==> src/rtl/fifo_umbrales.sv <==
// Synchronous FIFO with programmable low/high occupancy thresholds (bajo/alto).
// Latency: 1 cycle from pop to data_out/valid_out; flags combinational from registered count.
// Backpressure: push refused when full (unless popping in the same cycle), pop refused when empty.
// Optional feature macro: FIFO_ERROR_EN adds sticky err_overflow / err_underflow outputs.
module fifo_umbrales #(
    parameter int DATA_W = 6,
    parameter int ADDR_W = 2,
    parameter int CNT_W  = ADDR_W + 1
) (
    input  logic              clk,
    input  logic              reset,
    input  logic              init,
    input  logic [CNT_W-1:0]  umbral_bajo,
    input  logic [CNT_W-1:0]  umbral_alto,
    input  logic              push,
    input  logic [DATA_W-1:0] data_in,
    input  logic              pop,
    output logic [DATA_W-1:0] data_out,
    output logic              valid_out,
    output logic              empty,
    output logic              full,
    output logic              almost_empty,
    output logic              almost_full,
    output logic [CNT_W-1:0]  fifo_count
`ifdef FIFO_ERROR_EN
    ,
    output logic              err_overflow,
    output logic              err_underflow
`endif
);

    localparam int DEPTH = 1 << ADDR_W;
    localparam logic [CNT_W-1:0] DEPTH_C     = CNT_W'(DEPTH);
    localparam logic [CNT_W-1:0] ALTO_RST_C  = CNT_W'(DEPTH - 1);
    localparam logic [CNT_W-1:0] BAJO_RST_C  = CNT_W'(1);

    // Storage is never cleared: the pointers/count define what is valid.
    logic [DATA_W-1:0] mem [DEPTH];

    logic [ADDR_W-1:0] wr_ptr_q, wr_ptr_d;
    logic [ADDR_W-1:0] rd_ptr_q, rd_ptr_d;
    logic [CNT_W-1:0]  count_q,  count_d;
    logic [DATA_W-1:0] data_out_q, data_out_d;
    logic              valid_q,  valid_d;
    logic [CNT_W-1:0]  bajo_q,   bajo_d;
    logic [CNT_W-1:0]  alto_q,   alto_d;

    logic wr_en;
    logic rd_en;

`ifdef FIFO_ERROR_EN
    logic ovf_q, ovf_d;
    logic unf_q, unf_d;
`endif

    // Status flags derive only from the registered count and thresholds.
    always_comb begin
        empty        = (count_q == '0);
        full         = (count_q == DEPTH_C);
        almost_empty = (count_q <= bajo_q);
        almost_full  = (count_q >= alto_q);
    end

    // Accept logic and next-state computation; a simultaneous pop frees the slot
    // for a push when full, but an empty FIFO never forwards a same-cycle push.
    always_comb begin
        wr_en      = push && (!full || pop);
        rd_en      = pop && !empty;

        wr_ptr_d   = wr_ptr_q;
        rd_ptr_d   = rd_ptr_q;
        count_d    = count_q;
        data_out_d = data_out_q;
        valid_d    = 1'b0;
        bajo_d     = bajo_q;
        alto_d     = alto_q;

        if (wr_en) begin
            wr_ptr_d = wr_ptr_q + ADDR_W'(1);
        end

        if (rd_en) begin
            rd_ptr_d   = rd_ptr_q + ADDR_W'(1);
            data_out_d = mem[rd_ptr_q];
            valid_d    = 1'b1;
        end

        if (wr_en && !rd_en) begin
            count_d = count_q + CNT_W'(1);
        end else if (rd_en && !wr_en) begin
            count_d = count_q - CNT_W'(1);
        end

        // Thresholds are taken as given: no ordering or range check.
        if (init) begin
            bajo_d = umbral_bajo;
            alto_d = umbral_alto;
        end
    end

`ifdef FIFO_ERROR_EN
    // Sticky error flags record any refused push or pop until the next reset.
    always_comb begin
        ovf_d = ovf_q | (push && !wr_en);
        unf_d = unf_q | (pop && !rd_en);
    end
`endif

    // Control state register with synchronous active-low reset.
    always_ff @(posedge clk) begin
        if (!reset) begin
            wr_ptr_q   <= '0;
            rd_ptr_q   <= '0;
            count_q    <= '0;
            data_out_q <= '0;
            valid_q    <= 1'b0;
            bajo_q     <= BAJO_RST_C;
            alto_q     <= ALTO_RST_C;
        end else begin
            wr_ptr_q   <= wr_ptr_d;
            rd_ptr_q   <= rd_ptr_d;
            count_q    <= count_d;
            data_out_q <= data_out_d;
            valid_q    <= valid_d;
            bajo_q     <= bajo_d;
            alto_q     <= alto_d;
        end
    end

    // Memory write; suppressed during reset so a reset cycle leaves no trace.
    always_ff @(posedge clk) begin
        if (reset && wr_en) begin
            mem[wr_ptr_q] <= data_in;
        end
    end

`ifdef FIFO_ERROR_EN
    // Error flag registers, cleared only by reset.
    always_ff @(posedge clk) begin
        if (!reset) begin
            ovf_q <= 1'b0;
            unf_q <= 1'b0;
        end else begin
            ovf_q <= ovf_d;
            unf_q <= unf_d;
        end
    end

    assign err_overflow  = ovf_q;
    assign err_underflow = unf_q;
`endif

    assign data_out   = data_out_q;
    assign valid_out  = valid_q;
    assign fifo_count = count_q;

endmodule

==> config.mk <==
export PLATFORM = sky130hd
export DESIGN_NAME = fifo_umbrales
export DESIGN_NICKNAME = d
export VERILOG_FILES = /design/src/rtl/fifo_umbrales.sv
export SDC_FILE = /design/constraint.sdc
export NUM_CORES = 1
export LEC_CHECK = 0
export CORE_MARGIN = 2
export CORE_UTILIZATION = 30
export DETAILED_ROUTE_END_ITERATION = 7
export PLACE_DENSITY = 0.58
export SLEW_MARGIN = 20
export SYNTH_ARGS = -nofsm -noshare
export SYNTH_HDL_FRONTEND = slang
export SYNTH_SLANG_ARGS = --single-unit
==> constraint.sdc <==
create_clock -name clk -period 2.1 [get_ports clk]
set_clock_uncertainty 0.2 [all_clocks]
set_input_delay 0.315 -clock clk [delete_from_list [all_inputs] [get_ports clk]]
set_output_delay 0.315 -clock clk [all_outputs]
set_load 0.05 [all_outputs]
== Word level (Yosys, flattened, before mapping) ==
Memories as Yosys holds them, arrays and structs flattened. A register that Yosys moved wholly into a read port is not among the register bits.
Index checks and enable logic that the tools add are counted.

* Latch bits: 0
* Memory bits (writable): 24
* Input bits: 17
* Register bits: 14
* Memory bits (read-only): 0
* Memories kept: 1
* Word-level logic and storage cells: 32
* Output and inout bits: 14

* Bitwise logic cells: 0
* Reductions and logical operators: 13
* Shifts and indexed selects: 0
* Equal/unequal tests: 1
* $mul: 0
* Add/subtract/negate cells: 4
* Muxes and demuxes: 5
* Magnitude comparators: 2
* Div/mod/pow operators: 0

{| class="wikitable"
|+ Memories
! name !! depth !! bits a word !! rd ports !! clocked after Yosys merged registers in !! write ports !! RTL line !! source
|-
| mem || 4 || 6 || 1 || 1 || 1 || 38 || <nowiki>logic [DATA_W-1:0] mem [DEPTH];</nowiki>
|}

{| class="wikitable"
|+ Operators by type and width
! operator !! count
|-
| $mux 3 || 2
|-
| $logic_and 1x1->1 || 5
|-
| $logic_not 1->1 || 5
|-
| $add 2x1->2 const B || 2
|-
| $add 3x1->3 const B || 1
|-
| $eq 3x3->1 const B || 1
|-
| $ge 3x3->1 || 1
|-
| $le 3x3->1 || 1
|-
| $logic_not 3->1 || 1
|-
| $mux 1 || 3
|-
| $sub 3x1->3 const B || 1
|-
| $reduce_bool 2->1 || 1
|-
| $logic_or 1x1->1 || 1
|}

== Depth between registers and ports, before layout ==
Gate-level depths: netlist (run 1).

* Depth in word-level cells: 8
* Mapped depth: 9
* Mapped depth without buffers: 8

== Worst setup path after synthesis (run 1) ==
Ideal clock, no wire load.

* Path kind: reg2reg
* Start point: register count_q[2], in the netlist fifo_count[2]
* End point: register count_q[2], in the netlist fifo_count[2]
* Slack: -0.922 ns
* Data required time: 1.830 ns
* Arrival time: 2.752 ns
* Stages on the path, launching flop included: 9
* Path through: dfxtp_1 -> nor3b_2 -> a21boi_2 -> ha_1 -> inv_1 -> fa_1 -> xor2_1 -> or3_1 -> a21oi_1

* Cells in the longest elaborated chain, start to end: 7

{| class="wikitable"
|+ RTL lines
! element !! RTL line !! source
|-
| start, declared || 42 || <nowiki>logic [CNT_W-1:0] count_q, count_d;</nowiki>
|-
| start signal, assigned || 122 || <nowiki>count_q <= count_d;</nowiki>
|-
| $eq 3x3->1 * || 59 || <nowiki>full = (count_q == DEPTH_C);</nowiki>
|-
| via full || 21 || <nowiki>output logic full,</nowiki>
|-
| $logic_not 1->1 * || 67 || <nowiki>wr_en = push && (!full || pop);</nowiki>
|-
| $logic_or 1x1->1 * || 67 ||
|-
| $logic_and 1x1->1 * || 67 ||
|-
| via wr_en || 48 || <nowiki>logic wr_en;</nowiki>
|-
| $logic_not 1->1 || 90 || <nowiki>end else if (rd_en && !wr_en) begin</nowiki>
|-
| $logic_and 1x1->1 || 90 ||
|-
| $reduce_bool 2->1 (no line) || n/a ||
|}

Mark *: on every way through the listed nets, which the timed path passes. The rest lies on a longest branch. The select of a mux whose other input is x is not followed.
A chain may end at the register's enable or synchronous reset.

== Worst setup path in the final report (run 1) ==
* Start point: register count_q[2], in the netlist fifo_count[2]
* End point: register count_q[2], in the netlist fifo_count[2]

* Cells in the longest elaborated chain, start to end: 7

{| class="wikitable"
|+ RTL lines
! element
|-
| parallel branches: the longest is 7 deep, another holds $sub 3x1->3
|}

Parallel ways; which one is timed is not known. The select of a mux whose other input is x is not followed.

==> flow_summary.yaml, run 1 <==
synth:
  yosys-top-cells-area: "edfxtp_1 (38%), dfxtp_1 (21%), ha_1 (7.3%)"
  synthCells: 138
  yosysUniqueCellTypes: 34
  ys_async_sr_fraction_pct: 0
  syn_nets: 167
  synth_edf_count: 24
  synth_area_mm2: 0.00189
  ys_ff_latch: 44
  synth_top_area_share_pct: 38.1
  yosysTopAreaCell: "edfxtp_1"
  yosysSeqAreaShare_pct: 59.3
  ys_warn_count: 0
  ys.flop_type: "edfxtp_1"
  syn_avg_cell_area_um2: 13.7
clock_network:
  cts_sinks: 44
  cts_buffer_depth: 2
  cts_hold_buf: 0
  clkTransAtPathRegs_ps: 80
  clock_latency_ps: 290
  cts_max_level: 2
  cts_buffers: 5
  cts_root_buffer: "clkbuf_8"
  cts_tree: "yes"
pwr:
  swShare_pct: 36.5
  p_per_area_mw_per_mm2: 1300
  peakVddDrop_mv: 0.891
  p_seq_share_pct: 33.1
  p_clk_share_pct: 18.7
  p_leak_nw: 1.04
  switching_power_mw: 1.25
  p_int_mw: 2.18
  p_comb_share_pct: 48.2
setup_path:
  cp_slowest_cell: "dfxtp_4"
  arrival_ps: 2170
  startpoint_type: "register"
  cp.required_ps: 2120
  crit-reg2reg-capture: "fifo_count[2]"
  rr_worst_depth: 8
  rrSetupSlack_ps: -50
  worst_setup_path_end_kind: "register"
  critPathMaxFanout: 4
  path_cells: "o31a_1, inv_1, ha_2, inv_2, fa_2, xor2_1, or3_1, a21oi_1"
  reg2reg_from: "fifo_count[2]"
  critPathMaxStageDelay_ps: 360
  timing_worst_setup_path_type: "register to register"
run:
  cap_violations: 0
timing:
  fmax_mhz: 466
  slew_violations: 0
  hold_ws_ps: 266
  rsz0062_at_grt: "yes"
  hold_viol: 0
  finalSetupViolCount: 2
  fin_crit_ps: 2150
  slew_headroom_pct: 65.6
  tightest_slew_ps: 515
  min_period_over_period_pct: 102
  fin_ws_ps: -45.4
finish:
  mostFrequentLayoutCell: "buf_4"
  num_antenna_cells: 0
  area_growth_pct: 39.0
  layout_common_cells: "buf_4 (26), edfxtp_1 (24), clkdlybuf4s50_1 (22), dfxtp_1 (17), nand2_1 (13)"
  drive_above_1_share_pct: 30.9
  nets: 222
  multi_input_area_um2: 739
  fillers: 529
  regArea_mm2: 0.00113
detailed_routing:
  dr.pass1.iters: 4
  via_per_inst: 4.57
  wl_per_cell_um: 13.7
  wl_um: 3690
  first_iter_violations: 62
  antenna_left: 0
  num_vias: 1228
  drc: 0
place:
  dp_hpwl_um: 2730
  io_buffers: 30
  routabilityCongestion: 0.754
  dp_slack_ps: -451
grt:
  grt_max_degree: 16
  antenna_found_initial: 0
  grt_pass1_vias: 1291
  grt_pass1_wl_um: 6070
  grt_overflow: 0
  grt_usage_pct: 11.4
worst_hold_path:
  min_from: "data_out[1]"
  hold_path_end: "data_out[1]"
  hold_depth: 2
  min-delay-path-class: "register to register"
floorplan:
  die_y_um: 83.4
  dieArea_mm2: 0.00695
  io_pins: 31
  start_util_pct: 31.6
  chipWidth_um: 83.4
  core_mm2: 0.00599
  rows: 28
outcome:
  violations: "negative setup slack"
  status: "finished, violations left"
-- state kept, by name (all words and copies together), names as in the netlist --
| name | cells |
|---|---|
| wr_ptr_q | 2 |
| alto_q | 3 |
| data_out | 6 |
| valid_out | 1 |
| bajo_q | 3 |
| fifo_count | 3 |
| mem | 24 |
| rd_ptr_q | 2 |
-- cell type report --
cell class | count | area share (%)
Clock inverter | 3 | 1.81
Sequential cell | 44 | 43.1
Inverter | 11 | 1.67
Tap cell | 75 | 3.57
Clock buffer | 5 | 2.62
Timing Repair Buffer | 54 | 19.1
Multi-Input combinational cell | 77 | 28.1
-- routing by layer --
| metal | track usage (%) | vias to the layer above | part of all wire, % |
|---|---|---|---|
| li1 | - | 609 | - |
| met3 | 3.38 | 2 | 2.6 |
| met1 | 12.0 | 601 | 40 |
| met5 | 0 | - | 0 |
| met4 | 5.37 | 0 | 1.3 |
| met2 | 20.6 | 16 | 56 |
-- cells in the mapped netlist, types with 2 or more instances --
cell and number:
dfxtp_1 20, o21ai_0 2, ha_1 11, buf_2 2
mux2i_1 8, o2bb2ai_1 6, edfxtp_1 24, and3_1 4
nand2_1 13, a21o_1 2, xor2_1 3, inv_1 10
mux4_2 6, nor2_1 7
-- power by group through the flow --
stage	registers, mW	logic [mW]	clock network (mW)
3_3_place_gp	1.16	1.47	0
4_1_cts	1.14	1.66	0.661
3_5_place_dp	1.16	1.50	0
2_1_floorplan	1.35	0.744	0
5_1_grt	1.16	1.76	0.698
6_report	1.14	1.65	0.640
-- how the worst max path moves through the flow --
stage / startpoint / to / slack, ps / depth (start not counted)
after floorplan: fifo_count[2] / fifo_count[2] / -320 / 8
after global placement: pop / fifo_count[2] / -350 / 10
after detailed placement: pop / fifo_count[2] / -450 / 10
after CTS: fifo_count[1] / almost_empty / -60 / 6
after global routing: fifo_count[2] / fifo_count[2] / -140 / 8
final: fifo_count[2] / fifo_count[2] / -50 / 8
-- critical path: cells and delay by family (launching register included) --
family                     cells  cell delay (ps)
AOI/OAI and AO/OA              2              440
xor gates and xnor gates       1              150
adders and majority gates      2              510
buffers and inverters          2              110
DFF                            1              360
and+or+nand+nor                1              310
-- through the flow --
stage	instances	utilization [%]	power, mW	area [µm²]	TNS, ps
6_report	269	43.9	3.43	2630	-58.1
5_1_grt	269	43.9	3.62	2630	-282
4_1_cts	269	43.9	3.46	2630	-124
3_5_place_dp	256	40.4	2.67	2420	-634
3_3_place_gp	256	40.4	2.63	2420	-452
2_1_floorplan	138	-	2.09	1910	-1860
-- logic make-up after synthesis --
| family | synth area share (%) |
|---|---|
| multiplexers | 11.4 |
| AND/OR/NAND/NOR | 8.34 |
| buffers and inverters | 4.10 |
| AO/OA/AOI/OAI | 6.68 |
| flip-flops | 59.3 |
| XOR/XNOR | 1.85 |
| adder cells (fa/ha/maj) | 8.34 |
-- repair_timing --
| action | 4_1_cts | 5_1_grt |
|---|---|---|
| setup buffers | 5 | 0 |
| resized for setup | 11 | 0 |
| pin swaps | 8 | 2 |
| setup endpoints to repair | 3 | 3 |
(Power assumes the default switching activity.)
==> run 2, diff against run 1 <==
CORE_MARGIN = default   (was 2)
MAX_ROUTING_LAYER = met4   (was default)
==> run 2 against run 1 <==
Net effect:
- the flow still finishes with violations (negative setup slack)
- cell area shrank 0.43%
- die area fell by 4.7%
- sequential power is essentially flat
- first-iteration DRC count rose by 3.2%
- maximum frequency is 1.1% lower
- largest power group unchanged
==> flow_summary.yaml, run 2 (synthesis results as in run 1) <==
finish:
  num_antenna_cells: 0
  nets: 223
  postLayoutCoreUtil_pct: 43.7
  fillers: 528
  mostFrequentLayoutCell: "buf_4"
  regMostFlops: "mem"
  stdcell_count: 270
  final_cell_area_mm2: 0.00262
  largest_reg_flops: 24
  layout_common_cells: "buf_4 (27), edfxtp_1 (24), clkdlybuf4s50_1 (22), dfxtp_1 (17), nand2_1 (13)"
  drive_above_1_share_pct: 31.3
  area_growth_pct: 38.4
pwr:
  p_total_mw: 3.28
  p_per_area_mw_per_mm2: 1250
  peakVddDrop_mv: 0.616
  p_leak_nw: 1.04
clock_network:
  cts_buffer_depth: 2
  cts_buffers: 5
  cts_max_level: 2
  cts_hold_buf: 0
  cts_sinks: 44
  cts_root_buffer: "clkbuf_8"
  cts_tree: "yes"
  clock_latency_ps: 290
  clkTransAtPathRegs_ps: 80
timing:
  fmax_mhz: 461
  tightest_slew_ps: 534
  min_period_over_period_pct: 103
  slew_headroom_pct: 64.3
  fin_ws_ps: -69.2
  hold_ws_ps: 264
  hold_viol: 0
  slew_violations: 0
  finalSetupViolCount: 3
  rsz0062_at_grt: "yes"
  timing.setup.tns_ps: -115
  fin_crit_ps: 2170
setup_path:
  cp.depth: 9
  cp_slowest_cell: "dfxtp_4"
  startpoint_type: "register"
  critPathMaxStageDelay_ps: 380
  path_cells: "buf_12, nor3b_4, a21boi_2, ha_2, inv_2, fa_2, xor2_1, or3_1, a21oi_1"
  timing_worst_setup_path_type: "register to register"
  rr_worst_depth: 9
  worst_setup_path_end_kind: "register"
  crit_family: "adder cells"
  critPathMaxFanout: 3
  cp.required_ps: 2120
  critPathBufInv: 2
  arrival_ps: 2190
place:
  routabilityCongestion: 0.788
  dp_cells: 258
  dp_hpwl_um: 2720
  io_buffers: 30
  placed_cell_area_mm2: 0.00245
  dp_slack_ps: -497
outcome:
  status: "finished, violations left"
  violations: "negative setup slack"
detailed_routing:
  drc: 0
  wl_um: 3650
  via_per_inst: 4.55
  wl_per_cell_um: 13.5
  first_iter_violations: 64
  dr.pass1.iters: 4
  num_vias: 1229
  antenna_left: 0
grt:
  grt_pass1_vias: 1264
  grt_max_degree: 15
  grt_pass1_wl_um: 6120
  antenna_found_initial: 0
  grt_overflow: 0
  grt_usage_pct: 13.1
floorplan:
  die_y_um: 81.4
  dieArea_mm2: 0.00662
  core_mm2: 0.00599
  start_util_pct: 31.6
  rows: 28
  io_pins: 31
  chipWidth_um: 81.4
worst_hold_path:
  min-delay-path-class: "register to register"
  hold_depth: 2
run:
  cap_violations: 0
-- run 2: repair_timing --
action                     4_1_cts  5_1_grt
setup endpoints to repair        3        4
pin swaps                        8        4
gates resized for setup         10        1
buffers inserted                 2        2
-- run 2: layout make-up --
class	count	area, µm²	area share (%)
Clock buffer	6	72.6	2.77
Clock inverter	2	12.5	0.478
Inverter	11	46.3	1.77
Multi-Input combinational cell	77	744	28.5
Sequential cell	44	1130	43.3
Tap cell	75	93.8	3.59
Timing Repair Buffer	55	514	19.7
-- run 2: worst register-to-register path: stages (launching register included) --
cell and delay (ps):
dfxtp_4 380, buf_12 120, nor3b_4 50, a21boi_2 180, ha_2 220, inv_2 40
fa_2 330, xor2_1 160, or3_1 310, a21oi_1 130
-- run 2: power by group --
| group | total, mW | switching [mW] | internal (mW) |
|---|---|---|---|
| sequential | 1.15 | 0.115 | 1.03 |
| clock | 0.513 | 0.281 | 0.233 |
| combinational | 1.62 | 0.850 | 0.768 |
-- run 2: path summary, 6_finish.rpt --
check	from	end	slack [ps]
worst min register to register	data_out[2]	data_out[2]	260
worst min-delay path	data_out[2]	data_out[2]	260
worst max register to register	fifo_count[0]	fifo_count[2]	-70
worst max-delay path	fifo_count[0]	fifo_count[2]	-70
-- run 2: metal layers --
layer / track usage (%) / share of wire (%) / vias to the layer above
li1: - / - / 611
met2: 22.0 / 53 / 21
met3: 3.37 / 3.9 / 2
met1: 14.6 / 42 / 595
met4: 5.36 / 1.1 / 0
met5: - / 0 / -
